<file path="src/rtl/fp_mul_norm_round.sv">
// Normalize/round/pack back end of the cascade FP multiplier: normalize, round, pack, one op per cycle.
// Define FP_MUL_RNE_EN for round-to-nearest-even; otherwise results truncate toward zero.
module fp_mul_norm_round #(
  parameter int EXP_W = 8,
  parameter int MAN_W = 23,
  parameter int BIAS  = 127
) (
  input  logic                     clk,
  input  logic                     rst,
  input  logic                     in_valid,
  input  logic                     in_sign,
  input  logic [EXP_W:0]           in_exp_sum,
  input  logic [2*MAN_W+1:0]       in_prod,
  input  logic                     in_nan,
  input  logic                     in_inf,
  input  logic                     in_zero,
  output logic                     out_valid,
  output logic [EXP_W+MAN_W:0]     out_result,
  output logic                     out_overflow,
  output logic                     out_underflow,
  output logic                     out_inexact
);
  localparam int EW = EXP_W + 2;
  localparam int RW = EXP_W + MAN_W + 1;
  localparam logic signed [EW-1:0] BIAS_E  = EW'(BIAS);
  localparam logic signed [EW-1:0] ONE_E   = EW'(1);
  localparam logic signed [EW-1:0] ZERO_E  = EW'(0);
  localparam logic signed [EW-1:0] EXP_MAX = EW'((1 << EXP_W) - 1);
  localparam logic [RW-1:0] QNAN = {1'b0, {EXP_W{1'b1}}, 1'b1, {(MAN_W-1){1'b0}}};

  logic                    s1_valid_q, s1_valid_d;
  logic                    s1_sign_q, s1_sign_d;
  logic signed [EW-1:0]    s1_exp_q, s1_exp_d;
  logic [MAN_W-1:0]        s1_mant_q, s1_mant_d;
  logic                    s1_guard_q, s1_guard_d;
  logic                    s1_sticky_q, s1_sticky_d;
  logic                    s1_nan_q, s1_nan_d;
  logic                    s1_inf_q, s1_inf_d;
  logic                    s1_zero_q, s1_zero_d;

  logic                    s2_valid_q, s2_valid_d;
  logic                    s2_sign_q, s2_sign_d;
  logic signed [EW-1:0]    s2_exp_q, s2_exp_d;
  logic [MAN_W-1:0]        s2_mant_q, s2_mant_d;
  logic                    s2_lost_q, s2_lost_d;
  logic                    s2_nan_q, s2_nan_d;
  logic                    s2_inf_q, s2_inf_d;
  logic                    s2_zero_q, s2_zero_d;

  logic                    out_valid_q, out_valid_d;
  logic [RW-1:0]           out_result_q, out_result_d;
  logic                    out_overflow_q, out_overflow_d;
  logic                    out_underflow_q, out_underflow_d;
  logic                    out_inexact_q, out_inexact_d;

  // Normalize: a product >= 2.0 shifts right one place and bumps the exponent.
  always_comb begin
    s1_valid_d  = in_valid;
    s1_sign_d   = s1_sign_q;
    s1_exp_d    = s1_exp_q;
    s1_mant_d   = s1_mant_q;
    s1_guard_d  = s1_guard_q;
    s1_sticky_d = s1_sticky_q;
    s1_nan_d    = s1_nan_q;
    s1_inf_d    = s1_inf_q;
    s1_zero_d   = s1_zero_q;
    if (in_valid) begin
      s1_sign_d = in_sign;
      s1_nan_d  = in_nan;
      s1_inf_d  = in_inf;
      s1_zero_d = in_zero;
      if (in_prod[2*MAN_W+1]) begin
        s1_mant_d   = in_prod[2*MAN_W:MAN_W+1];
        s1_guard_d  = in_prod[MAN_W];
        s1_sticky_d = |in_prod[MAN_W-1:0];
        s1_exp_d    = $signed({1'b0, in_exp_sum}) - BIAS_E + ONE_E;
      end else begin
        s1_mant_d   = in_prod[2*MAN_W-1:MAN_W];
        s1_guard_d  = in_prod[MAN_W-1];
        s1_sticky_d = |in_prod[MAN_W-2:0];
        s1_exp_d    = $signed({1'b0, in_exp_sum}) - BIAS_E;
      end
    end else begin
      s1_sign_d = s1_sign_q;
    end
  end

  // Round the normalized mantissa; a carry-out wraps the mantissa to zero and bumps the exponent.
  always_comb begin
    s2_valid_d = s1_valid_q;
    s2_sign_d  = s2_sign_q;
    s2_exp_d   = s2_exp_q;
    s2_mant_d  = s2_mant_q;
    s2_lost_d  = s2_lost_q;
    s2_nan_d   = s2_nan_q;
    s2_inf_d   = s2_inf_q;
    s2_zero_d  = s2_zero_q;
    if (s1_valid_q) begin
      s2_sign_d = s1_sign_q;
      s2_lost_d = s1_guard_q | s1_sticky_q;
      s2_nan_d  = s1_nan_q;
      s2_inf_d  = s1_inf_q;
      s2_zero_d = s1_zero_q;
`ifdef FP_MUL_RNE_EN
      begin
        logic             round_inc;
        logic             carry;
        logic [MAN_W-1:0] mant_rnd;
        round_inc         = s1_guard_q & (s1_sticky_q | s1_mant_q[0]);
        {carry, mant_rnd} = {1'b0, s1_mant_q} + {{MAN_W{1'b0}}, round_inc};
        s2_mant_d         = mant_rnd;
        s2_exp_d          = s1_exp_q + $signed({{(EW-1){1'b0}}, carry});
      end
`else
      s2_mant_d = s1_mant_q;
      s2_exp_d  = s1_exp_q;
`endif
    end else begin
      s2_sign_d = s2_sign_q;
    end
  end

  // Range check and pack; special-case flags override the arithmetic result.
  always_comb begin
    out_valid_d     = s2_valid_q;
    out_result_d    = out_result_q;
    out_overflow_d  = out_overflow_q;
    out_underflow_d = out_underflow_q;
    out_inexact_d   = out_inexact_q;
    if (s2_valid_q) begin
      out_overflow_d  = 1'b0;
      out_underflow_d = 1'b0;
      out_inexact_d   = 1'b0;
      if (s2_nan_q) begin
        out_result_d = QNAN;
      end else if (s2_inf_q) begin
        out_result_d = {s2_sign_q, {EXP_W{1'b1}}, {MAN_W{1'b0}}};
      end else if (s2_zero_q) begin
        out_result_d = {s2_sign_q, {EXP_W{1'b0}}, {MAN_W{1'b0}}};
      end else if (s2_exp_q >= EXP_MAX) begin
        out_result_d   = {s2_sign_q, {EXP_W{1'b1}}, {MAN_W{1'b0}}};
        out_overflow_d = 1'b1;
        out_inexact_d  = 1'b1;
      end else if (s2_exp_q <= ZERO_E) begin
        out_result_d    = {s2_sign_q, {EXP_W{1'b0}}, {MAN_W{1'b0}}};
        out_underflow_d = 1'b1;
        out_inexact_d   = 1'b1;
      end else begin
        out_result_d  = {s2_sign_q, s2_exp_q[EXP_W-1:0], s2_mant_q};
        out_inexact_d = s2_lost_q;
      end
    end else begin
      out_result_d = out_result_q;
    end
  end

  // Pipeline registers; reset discards every in-flight operation.
  always_ff @(posedge clk or negedge rst) begin
    if (!rst) begin
      s1_valid_q      <= 1'b0;
      s1_sign_q       <= 1'b0;
      s1_exp_q        <= '0;
      s1_mant_q       <= '0;
      s1_guard_q      <= 1'b0;
      s1_sticky_q     <= 1'b0;
      s1_nan_q        <= 1'b0;
      s1_inf_q        <= 1'b0;
      s1_zero_q       <= 1'b0;
      s2_valid_q      <= 1'b0;
      s2_sign_q       <= 1'b0;
      s2_exp_q        <= '0;
      s2_mant_q       <= '0;
      s2_lost_q       <= 1'b0;
      s2_nan_q        <= 1'b0;
      s2_inf_q        <= 1'b0;
      s2_zero_q       <= 1'b0;
      out_valid_q     <= 1'b0;
      out_result_q    <= '0;
      out_overflow_q  <= 1'b0;
      out_underflow_q <= 1'b0;
      out_inexact_q   <= 1'b0;
    end else begin
      s1_valid_q      <= s1_valid_d;
      s1_sign_q       <= s1_sign_d;
      s1_exp_q        <= s1_exp_d;
      s1_mant_q       <= s1_mant_d;
      s1_guard_q      <= s1_guard_d;
      s1_sticky_q     <= s1_sticky_d;
      s1_nan_q        <= s1_nan_d;
      s1_inf_q        <= s1_inf_d;
      s1_zero_q       <= s1_zero_d;
      s2_valid_q      <= s2_valid_d;
      s2_sign_q       <= s2_sign_d;
      s2_exp_q        <= s2_exp_d;
      s2_mant_q       <= s2_mant_d;
      s2_lost_q       <= s2_lost_d;
      s2_nan_q        <= s2_nan_d;
      s2_inf_q        <= s2_inf_d;
      s2_zero_q       <= s2_zero_d;
      out_valid_q     <= out_valid_d;
      out_result_q    <= out_result_d;
      out_overflow_q  <= out_overflow_d;
      out_underflow_q <= out_underflow_d;
      out_inexact_q   <= out_inexact_d;
    end
  end

  assign out_valid     = out_valid_q;
  assign out_result    = out_result_q;
  assign out_overflow  = out_overflow_q;
  assign out_underflow = out_underflow_q;
  assign out_inexact   = out_inexact_q;
endmodule

</file>
<file path="config.mk">
export PLATFORM = sky130hd
export DESIGN_NAME = fp_mul_norm_round
export DESIGN_NICKNAME = d
export VERILOG_FILES = /design/src/rtl/fp_mul_norm_round.sv
export SDC_FILE = /design/constraint.sdc
export NUM_CORES = 1
export LEC_CHECK = 0
export ABC_AREA = 1
export CELL_PAD_IN_SITES_DETAIL_PLACEMENT = 1
export CELL_PAD_IN_SITES_GLOBAL_PLACEMENT = 1
export CORE_ASPECT_RATIO = 0.6
export CORE_MARGIN = 3
export CORE_UTILIZATION = 35
export CTS_BUF_LIST = sky130_fd_sc_hd__clkbuf_4 sky130_fd_sc_hd__clkbuf_8 sky130_fd_sc_hd__clkbuf_16
export CTS_CLUSTER_SIZE = 16
export DETAILED_ROUTE_END_ITERATION = 10
export GPL_ROUTABILITY_DRIVEN = 0
export PLACE_DENSITY_LB_ADDON = 0.1
export SYNTH_ARGS = -nofsm -noshare
export SYNTH_HDL_FRONTEND = slang
export SYNTH_SLANG_ARGS = --single-unit
</file>
<file path="constraint.sdc">
create_clock -name clk -period 2.3 [get_ports clk]
set_input_delay 0.46 -clock clk [delete_from_list [all_inputs] [get_ports clk]]
set_output_delay 0.46 -clock clk [all_outputs]
set_load 0.02 [all_outputs]
</file>
==> qor.csv <==
stage;metric;value;unit
run_status;run_status;finished, final reports clean;
timing;final_clock_skew;5.333;ps
floorplanning;rows;33;
route;final_antenna_net_count;0;
global_route;global_route_wire_length_before_repair;24120;microns
clocking;clock-root-buffer;clkbuf_16;
route;vias_per_cell;4.789;
route;firstDrtPassIters;4;
critical_path;timing.critical_path.fanout_max;4;
route;iter_0_drt_violations;265;
clocking;number_of_h_tree_branching_levels;4;
critical_path;critical_path.most_common_cell;nand2_1;
route;drt-wirelength-per-cell;15.95;microns
timing;final_max_slew_viol_count;0;
floorplanning;initial_utilization;36.67;%
clocking;clock_latency;410;ps
timing;fmax;526.0;MHz
pwr;leakage;3.127;nW
cells_and_area;sequential_cell_area;2879;sq um
synthesis;synthesis.area_per_instance;8.670;sq um
critical_path;critical_path.slowest_cell;clkdlybuf4s50_1;
clocking;tritoncts;done;
clocking;count_of_hold_buffers_inserted_by_post_cts_repair;0;
synthesis;ys_seq_area_share;56.07;%
floorplanning;floorplan.die_area;16200;sq um
cells_and_area;fin_nets;760;
synthesis;synth.ff_latch_count;115;
worst_hold_path;hold_removal_path_class;input pin to async pin;
synthesis;distinct_cell_type_count_of_the_synthesized_netlist;36;
synthesis;synth.most_common_cell;nand2_1;
clocking;path_clk_slew;60;ps
floorplanning;vert_die_dim;99.80;microns
cells_and_area;layout_area_growth_over_synthesis;35.28;%
synthesis;synth.cell_area;5132;sq um
placement;hpwl;10480;microns
route;routed_wl;14340;microns
pwr;power_density;865.0;nW/um^2
timing;setup_repair_after_global_routing_missed_its_margin;no;
placement;buffer_ports.inserted;99;
floorplanning;core_footprint;14000;sq um
floorplanning;die-width;162.3;microns
synthesis;synthArstFlopShare;100.0;%
synthesis;synth.top_cell.area_share;56.07;%
critical_path;critPathBufInv;3;
synthesis;synth_common_cells;nand2_1, dfrtp_1, o21ai_0, nor2_1, inv_1;
clocking;cts_resized;0;
timing;holdWs;6.994;ps
synthesis;synth_largest_area_cell;dfrtp_1;
timing;maxSlewHeadroom;49.77;%
critical_path;startpoint;in_exp_sum[0];
clocking;tritoncts.num_buffers;17;
cells_and_area;fill_cells;1621;
global_route;first_global_vias;4492;
synthesis;synth-edff-count;0;
cells_and_area;layout-drive-gt1-share;13.30;%
floorplanning;floorplan.io_pins;100;
critical_path;worst_path_largest_cell_delay;430;ps
global_route;grt_start_max_net_pins;60;
critical_path;critPathLaunchType;input pin;
critical_path;critPathRequiredTime;2600;ps
timing;min_cycle_time_layout;1901;ps
synthesis;post_synth_main_area_contributors;dfrtp_1, nand2_1, o21ai_0, nor2_1, o21ai_2;
critical_path;critical_path_class;input pin to register;
critical_path;cp_top_family;simple AND/OR/NAND/NOR gates;
pwr;design_power_total;6.006;mW
critical_path;worstPathArrival;2200;ps
timing;fin_crit_sh;82.67;%
global_route;antenna_found_initial;0;
critical_path;r2r_start;out_valid_d$_DFF_PN0_;
critical_path;timing.critical_path.cells;clkdlybuf4s50_1 > buf_4 > ha_1 > nand2_1 > nor2_1 > nand2_1 > inv_1 > nor2_1 > nand2_1 > nor2_1 > nand2_1 > nand3_1 > nand2_1;
synthesis;mappedNetlistNets;658;
global_route;grt.overflow.total;0;
global_route;global_route.usage.total;19.05;%
synthesis;ys_warn_count;0;
clocking;cts-root-to-sink-buffers;2;
timing;tightest_pin_transition;752.7;ps
cells_and_area;post-route-cell-area;6943;sq um
flow_run;max_cap_viol_count;0;
route;number_of_vias_in_the_routed_layout;4305;
clocking;cts.repair_timing.setup_buffer_count;0;
cells_and_area;fin_util;49.60;%
route;remaining_drc_errors;0;
cells_and_area;antenna_cells;0;
critical_path;critical_path_endpoint_category;register;
timing;finalSetupViolCount;0;
clocking;clock_sinks;115;
pwr;max-vdd-ir-drop;0.3223;mV
timing;final_hold_viol_count;0;
synthesis;ys_dominant_reg_cell;dfrtp_1;
cells_and_area;multi_input_area;1926;sq um
placement;detailed_place.area;6336;sq um
synthesis;synthCells;592;
==> per-layer routing <==
metal  vias up  wire [microns]  part of all wire, %  track usage, %
met2       116            5416                   38           24.95
li1       2103               -                    -               -
met1      2071            7837                   55           29.96
met5         -               0                    0               0
met3        15             930                  6.5           5.485
met4         0             156                  1.1           5.570
==> worst paths after layout <==
check / to / cells past startpoint / slack (ps)
setup / recovery: s1_exp_q[9]$_DFFE_PN0P_ / 13 / 400
hold / removal: out_result[10]$_DFFE_PN0P_ / 1 / 7
setup reg to reg: out_result[3]$_DFFE_PN0P_ / 8 / 450
hold reg to reg: out_result[10]$_DFFE_PN0P_ / 2 / 480
max in group asynchronous: out_result[1]$_DFFE_PN0P_ / 2 / 1500
min in group clk: out_result[10]$_DFFE_PN0P_ / 2 / 480
==> kinds of logic (layout without fill, tap and decap cells) <==
| family | count (synthesis) | in the layout | synth area share [%] |
|---|---|---|---|
| AO/OA/AOI/OAI | 126 | 126 | 14.14 |
| XOR/XNOR | 2 | 2 | 0.3414 |
| adder cells (fa/ha/maj) | 2 | 2 | 0.4875 |
| buffers and inverters | 79 | 194 | 6.411 |
| flip-flops | 115 | 115 | 56.07 |
| multiplexers | 6 | 6 | 1.316 |
| AND/OR/NAND/NOR | 262 | 262 | 21.23 |
==> area by class of cell <==
class / instances / share of cell area (%)
clock buffer: 17 / 6.127
timing repair buffer: 109 / 15.68
tap: 192 / 3.460
sequential: 115 / 41.47
inverter: 53 / 2.919
clock inverter: 15 / 2.613
multi-input combinational: 398 / 27.73
==> worst reg2reg max path: stages, from the launching register on <==
cell	delay [ps]
dfrtp_1	560
inv_4	210
nor2_4	130
inv_2	60
nor2_4	100
nand2_2	70
clkinv_2	80
nand3_4	320
o21ai_2	250
==> metrics by stage <==
stage / instances / setup WS [ps] / TNS (ps)
floorplan: 592 / 643.7 / 0
global placement: 867 / 21.65 / 0
detailed placement: 867 / -35.93 / -84.76
CTS: 899 / 393.8 / 0
global route: 899 / 207.0 / 0
finish: 899 / 398.7 / 0
==> registers in the layout, summed over array words and instances, names as in the netlist, 10 cells and up <==
signal / cells
s1_exp_q: 10
s2_exp_q: 10
out_result: 32
s2_mant_q: 23
s1_mant_q: 23
==> placed cells by master (no fill, tap or decap), types with 2 or more instances in the layout <==
cell,n
a21oi_1,9
buf_12,2
buf_4,9
bufinv_16,3
clkbuf_16,17
clkdlybuf4s50_1,98
clkinv_2,3
clkinv_4,2
clkinvlp_4,5
dfrtp_1,114
ha_1,2
inv_1,40
inv_2,10
inv_6,3
mux2_2,6
nand2_1,159
nand2_2,2
nand3_1,20
nand4_1,5
nor2_1,62
nor2_2,2
nor2_4,2
nor3_2,2
nor4_1,2
o21ai_0,70
o21ai_1,23
o21ai_2,20
or2_2,2
xnor2_1,2
==> where the power goes <==
part	leakage (nW)	internal (mW)	switching (mW)	total, mW
registers	1.42	2.25	0.161	2.41
logic	1.43	0.386	0.505	0.891
clock network	0.282	1.71	0.998	2.71
No activity file was read; power rests on OpenSTA's default activity.
